==> config.mk <==
export PLATFORM = sky130hd
export DESIGN_NAME = ram_rmw_ctrl
export DESIGN_NICKNAME = d
export VERILOG_FILES = /design/src/rtl/ram_rmw_pkg.sv /design/src/rtl/ram_rmw_ctrl_alu.sv /design/src/rtl/ram_rmw_ctrl.sv
export SDC_FILE = /design/constraint.sdc
export NUM_CORES = 1
export LEC_CHECK = 0
export ABC_AREA = 1
export CAP_MARGIN = 20
export CELL_PAD_IN_SITES_DETAIL_PLACEMENT = 1
export CELL_PAD_IN_SITES_GLOBAL_PLACEMENT = 1
export CORE_UTILIZATION = 40
export DETAILED_ROUTE_END_ITERATION = 8
export GPL_ROUTABILITY_DRIVEN = 0
export PLACE_DENSITY_LB_ADDON = 0.08
export SYNTH_ARGS = -nofsm -noshare
export SYNTH_HDL_FRONTEND = slang
export SYNTH_SLANG_ARGS = --single-unit
==> constraint.sdc <==
create_clock -name clk_i -period 3.97 [get_ports clk_i]
set_input_delay 0.5955 -clock clk_i [delete_from_list [all_inputs] [get_ports clk_i]]
set_output_delay 0.5955 -clock clk_i [all_outputs]
set_load 0.02 [all_outputs]
==> src/rtl/ram_rmw_pkg.sv <==
// rtl/ram_rmw_pkg.sv - shared types and defaults for the ram read-modify-write controller
package ram_rmw_pkg;

  localparam int AW_DEF = 4;
  localparam int DW_DEF = 8;

  typedef enum logic [1:0] {
    OP_WRITE  = 2'b00,
    OP_SET    = 2'b01,
    OP_CLEAR  = 2'b10,
    OP_TOGGLE = 2'b11
  } op_e;

  typedef enum logic [2:0] {
    ST_INIT  = 3'd0,
    ST_IDLE  = 3'd1,
    ST_READ  = 3'd2,
    ST_WAIT  = 3'd3,
    ST_WRITE = 3'd4,
    ST_DONE  = 3'd5
  } state_e;

endpackage

==> src/rtl/ram_rmw_ctrl_alu.sv <==
// rtl/ram_rmw_ctrl_alu.sv - combinational bit modify unit (write / set / clear / toggle)
import ram_rmw_pkg::*;

module rmw_alu #(
  parameter int DW = DW_DEF
) (
  input  op_e           op_i,
  input  logic [DW-1:0] w_i,
  input  logic [DW-1:0] m_i,
  output logic [DW-1:0] new_o
);

  // Pure bitwise combine of stored word and mask; no carries between bits.
  always_comb begin
    new_o = m_i;
    case (op_i)
      OP_WRITE:  new_o = m_i;
      OP_SET:    new_o = w_i | m_i;
      OP_CLEAR:  new_o = w_i & ~m_i;
      OP_TOGGLE: new_o = w_i ^ m_i;
      default:   new_o = m_i;
    endcase
  end

endmodule

==> src/rtl/ram_rmw_ctrl.sv <==
// rtl/ram_rmw_ctrl.sv - command-driven read-modify-write controller for the dual-address ram; INIT_SWEEP_EN enables post-reset zero fill
import ram_rmw_pkg::*;

module ram_rmw_ctrl #(
  parameter int AW     = AW_DEF,
  parameter int DW     = DW_DEF,
  parameter int RD_LAT = 0
) (
  input  logic          clk_i,
  input  logic          rst_ni,
  input  logic          cmd_valid_i,
  output logic          cmd_ready_o,
  input  logic [AW-1:0] cmd_addr_i,
  input  logic [1:0]    cmd_op_i,
  input  logic [DW-1:0] cmd_data_i,
  output logic          done_o,
  output logic [DW-1:0] result_o,
  output logic          init_done_o,
  output logic          ram_write_ena_o,
  output logic [AW-1:0] ram_w_addr_o,
  output logic [AW-1:0] ram_r_addr_o,
  output logic [DW-1:0] ram_data_o,
  input  logic [DW-1:0] ram_data_i
);

  // Counter holds RD_LAT-1 down to 0, so it needs enough bits for RD_LAT-1.
  localparam int CW        = (RD_LAT > 1) ? $clog2(RD_LAT) : 1;
  localparam bit LAT0      = (RD_LAT == 0);

`ifdef INIT_SWEEP_EN
  localparam state_e RST_ST = ST_INIT;
  localparam logic [AW:0] SWEEP_LAST = {1'b0, {AW{1'b1}}};
  logic [AW:0] sweep_q;
`else
  localparam state_e RST_ST = ST_IDLE;
`endif

  state_e        state_q, state_d;
  logic [AW-1:0] addr_q;
  op_e           op_q;
  logic [DW-1:0] mask_q;
  logic [AW-1:0] w_addr_q, r_addr_q;
  logic [DW-1:0] wdata_q, result_q;
  logic [CW-1:0] cnt_q;
  logic          init_done_q;
  logic [DW-1:0] new_word;
  logic          accept;
  logic          rd_sample;

  rmw_alu #(.DW(DW)) u_alu (
    .op_i  (op_q),
    .w_i   (ram_data_i),
    .m_i   (mask_q),
    .new_o (new_word)
  );

  assign accept    = cmd_valid_i && cmd_ready_o;
  // Read data is valid at the end of READ for combinational RAMs, else at the last WAIT cycle.
  assign rd_sample = (state_q == ST_READ && LAT0) || (state_q == ST_WAIT && cnt_q == '0);

  assign cmd_ready_o     = (state_q == ST_IDLE) && init_done_q;
  assign done_o          = (state_q == ST_DONE);
  assign init_done_o     = init_done_q;
  // INIT is the reset state in sweep builds, so its write strobe is masked while reset is held.
  assign ram_write_ena_o = (state_q == ST_WRITE) || (state_q == ST_INIT && rst_ni);
  assign ram_w_addr_o    = w_addr_q;
  assign ram_r_addr_o    = r_addr_q;
  assign ram_data_o      = wdata_q;
  assign result_o        = result_q;

  // Next-state selection for the command sequencer.
  always_comb begin
    state_d = state_q;
    case (state_q)
`ifdef INIT_SWEEP_EN
      ST_INIT:  if (sweep_q == SWEEP_LAST) state_d = ST_IDLE;
`endif
      ST_IDLE:  if (accept) state_d = (op_e'(cmd_op_i) == OP_WRITE) ? ST_WRITE : ST_READ;
      ST_READ:  state_d = LAT0 ? ST_WRITE : ST_WAIT;
      ST_WAIT:  if (cnt_q == '0) state_d = ST_WRITE;
      ST_WRITE: state_d = ST_DONE;
      ST_DONE:  state_d = ST_IDLE;
      default:  state_d = ST_IDLE;
    endcase
  end

  // State register; reset discards any in-flight command.
  always_ff @(posedge clk_i or negedge rst_ni) begin
    if (!rst_ni) state_q <= RST_ST;
    else         state_q <= state_d;
  end

  // Command latch and RAM-facing address/data registers, which hold between uses.
  always_ff @(posedge clk_i or negedge rst_ni) begin
    if (!rst_ni) begin
      addr_q   <= '0;
      op_q     <= OP_WRITE;
      mask_q   <= '0;
      w_addr_q <= '0;
      r_addr_q <= '0;
      wdata_q  <= '0;
      result_q <= '0;
    end else begin
      if (accept) begin
        addr_q <= cmd_addr_i;
        op_q   <= op_e'(cmd_op_i);
        mask_q <= cmd_data_i;
        if (op_e'(cmd_op_i) == OP_WRITE) begin
          w_addr_q <= cmd_addr_i;
          wdata_q  <= cmd_data_i;
        end else begin
          r_addr_q <= cmd_addr_i;
        end
      end
      if (rd_sample) begin
        w_addr_q <= addr_q;
        wdata_q  <= new_word;
      end
      if (state_q == ST_WRITE) result_q <= wdata_q;
`ifdef INIT_SWEEP_EN
      // Sweep data stays at its reset value of zero; only the address advances.
      if (state_q == ST_INIT && sweep_q != SWEEP_LAST) w_addr_q <= sweep_q[AW-1:0] + 1'b1;
`endif
    end
  end

  // Read-latency down-counter, init sweep counter and init-done flag.
  always_ff @(posedge clk_i or negedge rst_ni) begin
    if (!rst_ni) begin
      cnt_q       <= '0;
      init_done_q <= 1'b0;
`ifdef INIT_SWEEP_EN
      sweep_q     <= '0;
`endif
    end else begin
      if (state_q == ST_READ)                     cnt_q <= CW'(RD_LAT - 1);
      else if (state_q == ST_WAIT && cnt_q != '0) cnt_q <= cnt_q - 1'b1;
`ifdef INIT_SWEEP_EN
      if (state_q == ST_INIT) begin
        sweep_q <= sweep_q + 1'b1;
        if (sweep_q == SWEEP_LAST) init_done_q <= 1'b1;
      end
`else
      init_done_q <= 1'b1;
`endif
    end
  end

endmodule

==> flow_summary_export.csv, run 1 <==
group,metric,value,unit
floorplan,die_area,6390,sq um
grt,grtUsageTotal,21.8,%
floorplan,core,5890,sq um
cells_and_area,design_area,3090,sq um
detailed_routing,vias,2123,
min_path,min_path_type,"primary input to asynchronous set/reset pin",
timing,layout_min_cycle_time,2460,ps
timing,worst_pin_slew,703,ps
worst_setup_path,cp_max_fo,10,
timing,fmax,407,MHz
floorplan,dieHeight,79.9,um
grt,grt_pass1_wl,10500,um
worst_setup_path,r2r-end,"ram_data_o[0]",
yosys,yosysTopAreaCell,"dfrtp_1",
detailed_routing,dr_wl_met3,217,um
clock_tree,clk_latency,290,ps
yosys,synthMuxAreaShare,3.71,%
placed_design,dpl_cell_area,2980,sq um
run,maxCapViolations,0,
yosys,synth_simple_gate_area_share,29.1,%
worst_setup_path,end_kind,"primary output",
worst_setup_path,worstPathRequired,3370,ps
yosys,syn_area,2430,sq um
cells_and_area,antennaDiodeCount,0,
timing,fin_crit_sh,61.9,%
cells_and_area,nets,389,
worst_setup_path,reg2reg_depth,6,
yosys,synth_adder_area_share,8.24,%
worst_setup_path,slowest_delay,610,ps
yosys,yosysWarnings,0,
timing,finalSetupViolations,0,
clock_tree,cts_sinks,43,
floorplan,fp.dieW,79.9,um
worst_setup_path,cp-start-kind,"flop",
timing,skew,8.57,ps
yosys,netlist_top_cells_count,"nand2_1 (83), dfrtp_1 (42), nor2_1 (35)",
detailed_routing,wl,6110,um
grt,grt_max_degree,44,
clock_tree,cts_buffers,5,
floorplan,row_count,28,
floorplan,pin_count,53,
clock_tree,cts.clk_slew.worst_paths,90,ps
yosys,netlist.area_leader.share,43.3,%
timing,slew_headroom,53.0,%
yosys,synthArstFlopShare,100,%
yosys,synth.avg_cell_area,8.18,sq um
clock_tree,ctsHtreeMaxLevel,2,
detailed_routing,drcViolationCount,0,
power,p_per_area,763,nW/um^2
detailed_routing,via_per_inst,5.01,
detailed_routing,wl_per_cell,14.4,um
yosys,synth-seq-cells,43,
detailed_routing,top_layer,"met4",
placed_design,dpl.hpwl,4440,um
placed_design,port_buffers,52,
timing,grt_setup_unrepaired,"no",
timing,hold_viol,0,
placed_design,place_inst,416,
grt,first_global_vias,2175,
detailed_routing,dr.pass1.iters,4,
clock_tree,hold_buffers,0,
yosys,synth_flop_cell,"dfrtp_1",
yosys,synth_cell_types,24,
worst_setup_path,worstSetupPathType,"flop to primary output",
timing,finalSetupTns,0,ps
worst_setup_path,crit_slowest_cell,"dfstp_2",
yosys,synth_edf_count,0,
cells_and_area,post-route-util,52.6,%
yosys,yosysMostFrequentCell,"nand2_1",
yosys,synth_nets,338,
detailed_routing,wl_met1,2780,um
detailed_routing,routed-wl-met2,2960,um
worst_setup_path,crit_buf_inv,1,
worst_setup_path,r2r_start,"state_q[0]",
clock_tree,cts_tree,"done",
yosys,yosysSeqAreaShare,44.3,%
yosys,synth_compound_area_share,6.08,%
outcome,status,"finished, final reports clean",
grt,antenna_found_initial,0,
yosys,postSynthCellCount,297,
worst_setup_path,rrSetupSlack,2090,ps
worst_setup_path,cp.arrival,1860,ps
worst_setup_path,cp_top_family,"flip-flops",
power,p_leak,0.00154,uW
cells_and_area,drive_gt1_share,8.60,%
worst_setup_path,crit_chain,"nor2_1 > nand2_2 > nand2_1 > clkdlybuf4s50_1",
timing,slew_viol_final,0,
clock_tree,cts_resized,0,
clock_tree,root_buffer,"clkbuf_8",
timing,hold_slack,435,ps
clock_tree,clock_path_buffers,2,
detailed_routing,ant_nets,0,
floorplan,initial_utilization,41.3,%
cells_and_area,instances_no_fill,424,
cells_and_area,area_delta_synth_final,27.3,%
yosys,synth_xor_area_share,0,%
yosys,synth_top_family_by_area,"simple AND/OR/NAND/NOR gates",
grt,grt_overflow_total,0,
power,irDropWorstVdd,0.000357,V
clock_tree,cts_setup_buffers,0,
detailed_routing,drt-initial-drc-count,109,
yosys,synthTopCellsByArea,"dfrtp_1 (43%), nand2_1 (13%), ha_1 (8.2%)",
## cell usage in the layout (no fill, tap or decap)
cell type / netlist / routed
ha_1: 16 / 16
o21ai_0: 19 / 19
clkdlybuf4s50_1: 0 / 51
a21oi_1: 6 / 6
conb_1: 1 / 1
nand4_1: 1 / 1
dfrtp_1: 42 / 42
nand2_1: 83 / 83
buf_2: 3 / 1
nand2_2: 3 / 3
inv_1: 31 / 31
buf_4: 4 / 2
nand2_4: 1 / 1
nand3b_1: 1 / 1
nor3_4: 1 / 1
clkbuf_8: 0 / 6
dfstp_2: 1 / 1
mux2_2: 8 / 8
bufinv_16: 0 / 1
nor3_1: 1 / 1
inv_2: 2 / 2
nand3_4: 2 / 2
nor2_8: 1 / 1
clkinv_2: 0 / 1
o21bai_1: 3 / 3
nand3_1: 29 / 29
nor2_1: 35 / 35
## registers in the layout (all words and copies together), names as in the netlist
register / flops
addr_q: 4
cnt_q: 1
init_done_o: 1
mask_q: 8
op_q: 2
ram_data_o: 8
ram_r_addr_o: 4
ram_w_addr_o: 4
result_o: 8
state_q: 3
## report_power, final
part / internal (uW) / total [uW] / switching, uW
Clock: 204 / 355 / 151
Sequential: 648 / 814 / 167
Combinational: 507 / 1190 / 684
Total: 1360 / 2360 / 1000
## worst max-delay path by stage
stage	start	end	slack [ps]	cells past startpoint
floorplan	state_q[0]	ram_write_ena_o	2410	3
global route	state_q[1]	ram_write_ena_o	1380	4
CTS	state_q[0]	ram_write_ena_o	1490	4
detailed placement	cmd_valid_i	ram_r_addr_o[1]	1510	6
global placement	cmd_valid_i	ram_r_addr_o[3]	1610	6
finish	state_q[0]	ram_write_ena_o	1510	4
## per-stage QoR
| stage | setup slack [ps] | power, uW |
|---|---|---|
| after detailed placement | 1510 | 2020 |
| after CTS | 1490 | 2390 |
| after global routing | 1380 | 2570 |
| after global placement | 1610 | 1970 |
| final | 1510 | 2360 |
| after floorplan | 2410 | 1560 |
## routing by layer
layer	vias up	track usage, %
met5	-	0
met4	0	9.11
met3	12	4.00
met2	49	36.1
met1	1030	27.7
li1	1032	-
## cell type report
class	instances	area (sq um)
timing repair buffer	54	531
multi-input combinational	211	1150
inverter	33	124
sequential	43	1080
fill	732	2790
clock buffer	6	82.6
clock inverter	2	35.0
tap	75	93.8
## cells by family after synthesis
kind of cell	after synthesis
fa+ha+maj	16
other cells	1
mux	8
compound gates	28
flops	43
simple gates	158
buf+inv	43
(Power assumes the default switching activity.)
==> run 2: changes to the inputs <==
- CORE_UTILIZATION: 40 -> 37
- clock period: 3.97 -> 2.5 ns (I/O delays scaled with it)
==> run 2 against run 1 <==
Against the previous run:
- critical path depth stayed put
- combinational power is 58% higher
- largest cell class unchanged
- die area is 7.9% higher
- sequential share of layout area is 0.11 points lower
- non-clock buffer count is 1 higher
- hold slack worse by 240 ps
- critical endpoint unchanged
- clock-buffer cell count stayed put
- clock skew is 5.2 ps lower
- via count is 2.1% lower
==> flow_summary_export.csv, run 2 (same netlist as run 1, synthesis figures left out) <==
group,metric,value,unit
detailed_routing,drcViolationCount,0,
worst_setup_path,cp-start-kind,"flop",
floorplan,core,6350,sq um
clock_tree,cts_sinks,43,
clock_tree,ctsHtreeMaxLevel,2,
floorplan,row_count,29,
detailed_routing,wl,5860,um
cells_and_area,drive_gt1_share,8.86,%
run,maxCapViolations,0,
floorplan,die_area,6890,sq um
clock_tree,clk_latency,300,ps
power,p_per_area,1200,nW/um^2
timing,fin_crit_sh,87.1,%
worst_setup_path,cp_top_family,"flip-flops",
cells_and_area,antennaDiodeCount,0,
detailed_routing,dr.pass1.iters,4,
detailed_routing,drt-initial-drc-count,84,
min_path,min_path_type,"primary input to asynchronous set/reset pin",
cells_and_area,design_area,3100,sq um
worst_setup_path,cp.arrival,1800,ps
clock_tree,clock_path_buffers,2,
worst_setup_path,crit_buf_inv,1,
power,p_leak,0.00154,uW
cells_and_area,post-route-util,48.9,%
outcome,status,"finished, final reports clean",
timing,finalSetupTns,0,ps
placed_design,dpl.hpwl,4300,um
timing,layout_min_cycle_time,2180,ps
detailed_routing,wl_per_cell,13.7,um
worst_setup_path,cp_max_fo,10,
cells_and_area,mostFrequentLayoutCells,"nand2_1 (83), clkdlybuf4s50_1 (51), dfrtp_1 (42)",
cells_and_area,area_delta_synth_final,27.7,%
timing,slew_viol_final,0,
cells_and_area,nets,390,
timing,hold_viol,0,
clock_tree,cts_tree,"done",
timing,grt_setup_unrepaired,"no",
floorplan,fp.dieW,83.0,um
timing,finalSetupViolations,0,
floorplan,dieHeight,83.0,um
timing,skew,3.37,ps
clock_tree,cts.clk_slew.worst_paths,80,ps
grt,first_global_vias,2146,
worst_setup_path,worstSetupPathType,"flop to primary output",
clock_tree,hold_buffers,0,
worst_setup_path,end_kind,"primary output",
detailed_routing,ant_nets,0,
detailed_routing,vias,2078,
power,p_total,3740,uW
grt,antenna_found_initial,0,
worst_setup_path,crit_chain,"nor2_1 > nand2_2 > nand2_1 > clkdlybuf4s50_1",
grt,grt_max_degree,44,
placed_design,dpl_cell_area,2990,sq um
clock_tree,cts_buffers,5,
timing,slew_headroom,61.6,%
clock_tree,cts_resized,0,
timing,worst_pin_slew,576,ps
detailed_routing,via_per_inst,4.87,
clock_tree,root_buffer,"clkbuf_8",
grt,grt_pass1_wl,10400,um
worst_setup_path,slowest_delay,600,ps
grt,grtUsageTotal,18.9,%
clock_tree,cts_setup_buffers,0,
floorplan,pin_count,53,
timing,hold_slack,192,ps
worst_setup_path,worstPathRequired,2120,ps
floorplan,initial_utilization,38.3,%
timing,fmax,459,MHz
placed_design,port_buffers,52,
grt,grt_overflow_total,0,
power,irDropWorstVdd,0.000547,V
worst_setup_path,crit_slowest_cell,"dfstp_2",
cells_and_area,final_common_cell,"nand2_1",
cells_and_area,fillers,778,
==> run 2: through the flow <==
step	worst slack (ps)	cells
final	322	427
after global routing	199	427
after CTS	288	427
after detailed placement	629	419
after global placement	654	419
after floorplan	1140	297
==> run 2: report_power, final <==
group / internal, uW / switching [uW] / total [uW]
combinational: 811 / 1070 / 1880
sequential: 1030 / 259 / 1290
clock: 323 / 245 / 569
total: 2160 / 1580 / 3740
==> run 2: final cells by class <==
cell class                      count  area [sq um]  area share (%)
Tap cell                           77          96.3            3.10
Inverter                           33           124            3.99
Clock buffer                        6          82.6            2.66
Sequential cell                    43          1080            34.7
Timing Repair Buffer               55           538            17.3
Clock inverter                      2          35.0            1.13
Multi-Input combinational cell    211          1150            37.1
==> run 2: metal layers <==
metal | up-vias | GRT usage, % | routed length, um
li1 | 1038 | - | -
met1 | 998 | 26.8 | 2870
met2 | 38 | 29.7 | 2730
met3 | 4 | 4.87 | 223
met4 | 0 | 3.29 | 40
met5 | - | 0 | 0
==> run 2: path summary, 6_finish.rpt <==
kind | startpoint | to | slack, ps | cells after the start
worst max-delay path | state_q[0] | ram_write_ena_o | 320 | 4
worst min-delay path | rst_ni | mask_q[3] | 190 | 2
worst max register to register | op_q[1] | ram_data_o[0] | 810 | 8
worst min register to register | ram_r_addr_o[0] | ram_r_addr_o[0] | 490 | 2
max in group asynchronous | rst_ni | ram_r_addr_o[2] | 1920 | 2
min in group clk_i | ram_r_addr_o[0] | ram_r_addr_o[0] | 490 | 2
==> run 3: changes to the inputs <==
- SETUP_SLACK_MARGIN: not set -> 0.4
==> run 3 against run 2 <==
Against the previous run:
- die area stayed put
- clock power about the same
- maximum frequency increased by 15%
- final cell count is 0.23% higher
- sequential power about the same
- worst setup slack better by 290 ps
- register-to-register slack barely moved
- flip-flop and latch count unchanged
- sequential share of layout area decreased by 0.13 points
- non-clock buffer count up 1
- first-iteration DRC count increased by 36%
- critical path type unchanged
- critical endpoint is now cmd_ready_o
==> flow_summary_export.csv, run 3 (same netlist as run 1, synthesis figures left out) <==
group,metric,value,unit
outcome,status,"finished, final reports clean",
timing,finalSetupTns,0,ps
grt,globalRouteMet3Util,4.87,%
cells_and_area,mostFrequentLayoutCells,"nand2_1 (83), clkdlybuf4s50_1 (48), dfrtp_1 (42)",
timing,grt_setup_unrepaired,"no",
power,p_per_area,1200,nW/um^2
detailed_routing,drt-initial-drc-count,114,
detailed_routing,dr.pass1.iters,4,
cells_and_area,antennaDiodeCount,0,
worst_setup_path,crit_slowest_cell,"dfstp_2",
placed_design,port_buffers,52,
grt,gr-usage-met1,26.8,%
clock_tree,root_buffer,"clkbuf_8",
worst_setup_path,end_kind,"primary output",
detailed_routing,wl_per_cell,13.7,um
timing,skew,3.15,ps
timing,hold_viol,0,
clock_tree,clock_path_buffers,2,
detailed_routing,wl,5870,um
grt,use_met2,29.7,%
detailed_routing,vias,2070,
timing,fin_crit_sh,75.5,%
worst_setup_path,cp_max_fo,6,
placed_design,dpl.hpwl,4300,um
detailed_routing,via_per_inst,4.84,
timing,worst_pin_slew,568,ps
timing,slew_viol_final,0,
cells_and_area,nets,391,
detailed_routing,drcViolationCount,0,
timing,fmax,530,MHz
clock_tree,cts_sinks,43,
cells_and_area,area_delta_synth_final,28.2,%
cells_and_area,drive_gt1_share,9.12,%
grt,grt-busiest-layer,"met2",
min_path,min_path_type,"primary input to asynchronous set/reset pin",
clock_tree,cts.clk_slew.worst_paths,80,ps
worst_setup_path,slowest_delay,600,ps
timing,hold_slack,188,ps
clock_tree,ctsHtreeMaxLevel,2,
clock_tree,cts_buffers,5,
power,p_leak,0.00158,uW
worst_setup_path,worstPathRequired,2120,ps
clock_tree,clk_latency,300,ps
floorplan,initial_utilization,38.3,%
cells_and_area,final_common_cell,"nand2_1",
run,maxCapViolations,0,
floorplan,dieHeight,83.0,um
power,irDropWorstVdd,0.000547,V
floorplan,fp.dieW,83.0,um
grt,grtUsageTotal,19.0,%
grt,first_global_vias,2156,
grt,antenna_found_initial,0,
grt,grt_pass1_wl,10400,um
detailed_routing,ant_nets,0,
floorplan,core,6350,sq um
power,p_total,3730,uW
timing,slew_headroom,62.1,%
grt,grt_overflow_total,0,
worst_setup_path,cp-start-kind,"flop",
timing,layout_min_cycle_time,1890,ps
grt,grt_max_degree,44,
clock_tree,cts_tree,"done",
worst_setup_path,crit_chain,"nand3_4 > nor2_8 > dlygate4sd2_1",
worst_setup_path,cp.arrival,1510,ps
floorplan,row_count,29,
worst_setup_path,worstSetupPathType,"flop to primary output",
floorplan,pin_count,53,
floorplan,die_area,6890,sq um
timing,finalSetupViolations,0,
## run 3: cell count changes in the layout (fill, tap and decap cells not counted), sizes merged
cell	delta
clkdlybuf4s50	-3
dlymetal6s2s	+2
dlygate4sd2	+1
buf	+1
## run 3: critical path, delay by kind of cell, from the launching register on
kind          cells  cell delay (ps)
buf+inv           1              340
simple gates      2              270
flops             1              600
## run 3: worst paths after layout
| path | startpoint | to | slack (ps) | depth (start not counted) |
|---|---|---|---|---|
| max | state_q[0] | cmd_ready_o | 610 | 3 |
| min | rst_ni | mask_q[3] | 190 | 2 |
| min in group clk_i | ram_r_addr_o[0] | ram_r_addr_o[0] | 490 | 2 |
| min reg2reg | ram_r_addr_o[0] | ram_r_addr_o[0] | 490 | 2 |
| max reg2reg | op_q[1] | ram_data_o[0] | 810 | 8 |
| max in group asynchronous | rst_ni | ram_w_addr_o[3] | 1930 | 2 |
## run 3: per-stage QoR
step / worst slack (ps) / cell area, sq um / util [%] / std cells
after floorplan: 1140 / 2430 / - / 297
after global placement: 654 / 2990 / 47.0 / 419
after detailed placement: 629 / 2990 / 47.0 / 419
after CTS: 441 / 3110 / 49.0 / 428
after global routing: 538 / 3110 / 49.0 / 428
final: 612 / 3110 / 49.0 / 428
## run 3: timing repair
item                                   4_1_cts  5_1_grt
hold buffers                                 0        0
gates resized for setup                      1        2
endpoints found under the hold margin        0        0
setup buffers                                1        0
pin swaps                                    1        0
setup endpoints to repair                    2        2
## run 3: layout make-up
cell class                 count  area (sq um)
clock buffer                   6          82.6
clock inverter                 2          35.0
fill                         782          3240
inverter                      33           124
multi-input combinational    211          1150
sequential                    43          1080
tap                           77          96.3
timing repair buffer          56           549
## run 3: where the power goes
part / internal, uW / switching, uW / total (uW)
clock network: 323 / 245 / 569
registers: 1030 / 260 / 1290
logic: 806 / 1070 / 1880
## run 3: per-layer routing
metal / up-vias / share of wire (%)
met2: 40 / 47
li1: 1040 / -
met1: 986 / 49
met3: 4 / 3.9
met4: 0 / 0.68
met5: - / 0
